--- src/rtl/tick_gen_multi.sv ---
// Multi-channel tick / clock-enable generator. Each channel runs its own
// terminal-count divider in periodic or one-shot mode and emits a tick and a square wave.
module tick_gen_multi #(
  parameter int                      NUM_CH    = 2,
  parameter int                      CNT_W     = 26,
  parameter logic [NUM_CH*CNT_W-1:0] DIV_INIT  = {26'd24_999, 26'd24_999_999},
  parameter logic [NUM_CH-1:0]       MODE_INIT = '0,
  parameter int                      CH_W      = 3
) (
  input  logic              clk,
  input  logic              rst,
  input  logic [NUM_CH-1:0] en,
  input  logic              sync,
  input  logic              cfg_we,
  input  logic [CH_W-1:0]   cfg_ch,
  input  logic [CNT_W-1:0]  cfg_div,
  input  logic              cfg_mode,
  output logic [NUM_CH-1:0] tick,
  output logic [NUM_CH-1:0] wave,
  output logic [NUM_CH-1:0] done,
  output logic              cfg_err
);

  localparam logic [31:0] NUM_CH_U = NUM_CH;

  logic cfg_bad;
  assign cfg_bad = cfg_we && (32'(cfg_ch) >= NUM_CH_U);

  always_ff @(posedge clk) begin
    if (rst) cfg_err <= 1'b0;
    else     cfg_err <= cfg_bad;
  end

  for (genvar i = 0; i < NUM_CH; i++) begin : g_ch
    logic [CNT_W-1:0] cnt_q;
    logic [CNT_W-1:0] div_q;
    logic             mode_q;
    logic             tick_q;
    logic             wave_q;
    logic             done_q;
    logic             wr_hit;
    logic             restart;

    assign wr_hit  = cfg_we && (cfg_ch == CH_W'(i));
    assign restart = sync || wr_hit;

    // A restart beats a coincident terminal count, so no tick leaks out of
    // a partially completed period.
    always_ff @(posedge clk) begin
      if (rst) begin
        cnt_q  <= '0;
        div_q  <= DIV_INIT[i*CNT_W +: CNT_W];
        mode_q <= MODE_INIT[i];
        tick_q <= 1'b0;
        wave_q <= 1'b0;
        done_q <= 1'b0;
      end else begin
        if (wr_hit) begin
          div_q  <= cfg_div;
          mode_q <= cfg_mode;
        end
        if (restart) begin
          cnt_q  <= '0;
          tick_q <= 1'b0;
          wave_q <= 1'b0;
          done_q <= 1'b0;
        end else if (!en[i] || done_q) begin
          tick_q <= 1'b0;
        end else if (cnt_q == div_q) begin
          cnt_q  <= '0;
          tick_q <= 1'b1;
          wave_q <= ~wave_q;
          if (mode_q) done_q <= 1'b1;
        end else begin
          cnt_q  <= cnt_q + 1'b1;
          tick_q <= 1'b0;
        end
      end
    end

    assign tick[i] = tick_q;
    assign wave[i] = wave_q;
    assign done[i] = done_q;
  end

endmodule

--- config.mk ---
export PLATFORM = sky130hd
export DESIGN_NAME = tick_gen_multi
export DESIGN_NICKNAME = d
export VERILOG_FILES = /design/src/rtl/tick_gen_multi.sv
export SDC_FILE = /design/constraint.sdc
export NUM_CORES = 1
export LEC_CHECK = 0
export CELL_PAD_IN_SITES_DETAIL_PLACEMENT = 1
export CELL_PAD_IN_SITES_GLOBAL_PLACEMENT = 1
export CORE_ASPECT_RATIO = 1.75
export CORE_MARGIN = 10
export CORE_UTILIZATION = 31
export CTS_BUF_LIST = sky130_fd_sc_hd__clkbuf_4 sky130_fd_sc_hd__clkbuf_8
export CTS_CLUSTER_SIZE = 20
export DETAILED_ROUTE_END_ITERATION = 10
export PLACE_DENSITY_LB_ADDON = 0.1
export SETUP_SLACK_MARGIN = 0.02
export SLEW_MARGIN = 20
export SYNTH_ARGS = -nofsm -noshare
export SYNTH_HDL_FRONTEND = slang
export SYNTH_SLANG_ARGS = --single-unit
--- constraint.sdc ---
create_clock -name clk -period 1.77 [get_ports clk]
set_input_delay 0.354 -clock clk [delete_from_list [all_inputs] [get_ports clk]]
set_output_delay 0.354 -clock clk [all_outputs]
set_load 0.005 [all_outputs]
==> results of run 1 <==
## layout by cell type, fill, tap and decap left out, drive strengths merged, types with 5 or more instances in the layout
cell / netlist / routed
nand2: 131 / 131
dfxtp: 113 / 113
buf: 16 / 93
nor2: 66 / 66
xnor2: 54 / 54
xor2: 48 / 48
clkdlybuf4s50: 0 / 39
a21oi: 31 / 31
nand3b: 28 / 28
clkbuf: 19 / 26
nand4: 25 / 25
nand3: 16 / 16
nor4: 15 / 15
nor3: 13 / 13
and4: 6 / 6
inv: 5 / 5
## per-stage QoR
| step | cell area (um^2) | hold WS (ns) | TNS [ns] | instances | setup slack (ns) |
|---|---|---|---|---|---|
| after floorplan | 5200 | 0.436 | 0 | 616 | 0.0230 |
| after detailed placement | 6440 | 0.456 | -26.65 | 936 | -0.535 |
| after CTS | 6930 | 0.257 | -9.09 | 968 | -0.198 |
| final | 7260 | 0.288 | -7.54 | 971 | -0.215 |
| after global placement | 6440 | 0.456 | -26.22 | 936 | -0.548 |
| after global routing | 7260 | 0.289 | -11.02 | 971 | -0.224 |
## report_power, final
group | switching [mW] | total [mW] | leakage, nW | internal [mW]
sequential | 0.0304 | 2.61 | 0.920 | 2.58
combinational | 0.186 | 0.378 | 1.61 | 0.192
clock | 1.01 | 2.43 | 0.209 | 1.42
total | 1.23 | 5.42 | 2.74 | 4.19
## path summary, 6_finish.rpt
check,depth (start not counted),end,slack (ns)
max,8,g_ch[0].cnt_q[22]$_SDFFE_PP0N_,-0.21
min,4,g_ch[1].wave_q$_SDFFE_PP0P_,0.29
min reg2reg,2,g_ch[1].mode_q$_SDFFE_PP0P_,0.47
max reg2reg,8,g_ch[0].cnt_q[22]$_SDFFE_PP0N_,-0.21
## layout make-up
type	instances	share of cell area (%)
multi-input combinational	463	42.0
sequential	113	31.5
timing repair buffer	136	16.9
clock buffer	24	4.29
tap	224	3.86
clock inverter	6	1.10
inverter	5	0.259
## flip-flops by register name (all words and copies together), names as in the netlist
| name | count |
|---|---|
| g_ch.cnt_q | 52 |
| g_ch.wave_q | 2 |
| g_ch.div_q | 52 |
| g_ch.mode_q | 2 |
| cfg_err | 1 |
| g_ch.tick_q | 2 |
| g_ch.done_q | 2 |
## cells by family after synthesis
kind of cell / count (synthesis) / synth area share (%)
DFF: 113 / 43.6
buffers and inverters: 40 / 3.69
xor gates and xnor gates: 102 / 17.2
adders and majority gates: 4 / 0.964
AOI/OAI and AO/OA: 37 / 3.90
muxes: 2 / 0.386
and+or+nand+nor: 318 / 30.3
## timing repair
action                                  4_1_cts  5_1_grt
cloned                                        1        2
buffers inserted                              1        1
pin swaps                                     9       29
endpoints found under the setup margin       60       58
resized for setup                            20       67
## metal layers
layer  track usage (%)  up-vias  share of wire (%)
li1                  -     2278                  -
met2              28.5       46                 58
met5                 0        -                  0
met1              14.5     2187                 37
met4              7.31        0                3.5
met3              3.01       38                1.9
## critical path, stage by stage, from the launching register on
cell and delay, ns:
dfxtp_4 0.38, xnor2_2 0.11, buf_4 0.15, nand4_1 0.26, nor4_2 0.32, buf_4 0.19
a21o_4 0.21, clkbuf_16 0.20, nor2_2 0.05
==> results.md, run 1 <==
* Status: finished with violations
* Failing checks: negative setup slack
* FF/Latch Area at 2290 um^2
* Critical Path RT at 2.10 ns
* Die Area at 22500 um^2
* Max_slew headroom at 71.9%
* Worst skew pair latency at around 0.45 ns
* Drt initial violations at roughly 250
* Mapped Nets at roughly 660
* Fillers at 1957
* Cell with the most instances after synthesis: nand2_1
* Reg clk slew, reported paths at 0.07 ns
* Crit Path Class: register to register
* Boundary Pins at 43
* Number of CTS-inserted buffers at 17
* Syn. warnings at 0
* Total Nets Final at 776
* Cell variety after synth at 40
* Residual DRC at 0
* Slew Viols, Final at 0
* Synth top area share at between 40% and 50%
* Worst EP arrival at roughly 2.3 ns
* FMAX at 0.504 GHz
* Final setup fails at 55
* Share of layout cells above drive strength 1 at 26.1%
* Avg Cell Area, Syn at 8.43 um^2
* Post-DRT Antenna Nets at 0
* Worst setup EP type: register
* Max VDD drop at 0.000445 V
* Leak at between 2 and 3 nW
* Via count at 4549
* GPL Wtd Cong at 0.886
* Antenna cells at 0
* Post-cts hold buffer count at 0
* Clk buf depth at 2
* Rows at slightly above 60
* Reg2reg start: g_ch[0].cnt_q[9]$_SDFFE_PP0N_
* Post-Synthesis Cell Area at 5190 um^2
* Synth area leaders: dfxtp_1 44%, nand2_1 9.5%, xnor2_1 9.1%
* RSZ-0062 raised after global routing: yes
* Worst hold path type: primary input to register
* Min Tclk post-route at a little under 2 ns
* Top post-synthesis cells by count: 131 x nand2_1, 113 x dfxtp_1, 65 x nor2_1, 54 x xnor2_1, 48 x xor2_1
* Vias in the first global route at between 4000 and 5000
* Pwr/cell area at 747 nW/um^2
* First drt pass iteration count at 4
* Mapped Cells at about 620
* HPWL Detailed at 12500 um
* Layout area overhead at 39.8%
* Largest area contributor in the netlist: dfxtp_1
* Vias per cell at about 4.7
* Root Buffer: clkbuf_8
* Number of synthesized register bits at 113
* Util after Layout at between 40 and 50%
* Clock Skew at 0.0122 ns
* TritonCTS clock tree: done
* Synth async-reset ratio at 0%
* Port-buffer cells at 42
* Hold Fails Final Rpt at 0
* Initial Util at a little under a third
* Footprint of the multi-input gates at 3050 um^2
* Grt ovf at 0
* First-pass GRT wire length at 26100 um
* Max-cap viol count at 0
* Post-layout power at 5.42 mW
* Post-synth EDFFs at 0
* Crit path launch: g_ch[0].cnt_q[9]$_SDFFE_PP0N_
* H-tree depth at 4
* Aggregate global-route resource usage at approximately 15%
* Clk sink count at 113
* Placeable Area at 16400 um^2
* Sequential area share after synthesis at 43.6%
* Routed len/inst at between 15 and 20 um
* Pin count of the biggest net entering global routing at 45
* Slew @ Worst Pin at ~0.42 ns
* Final worst slack at -0.215 ns
* Startpoint types: register
* Fin crit share at 112%
* Die width at between 100 and 150 um
* Initial antenna violation count at 0
* Die height at 191 um
* Crit path max fanout at 6
* Top_reg_cell synth: dfxtp_1
* Routed wire length at 16600 um
* Hold wc startpoint: rst
Power figures use the tool's default switching activity.
==> run 2, diff against run 1 <==
- GPL_ROUTABILITY_DRIVEN: default -> 0
==> results of run 2 <==
The final DEF is identical to that of run 1; final timing and power are the same.
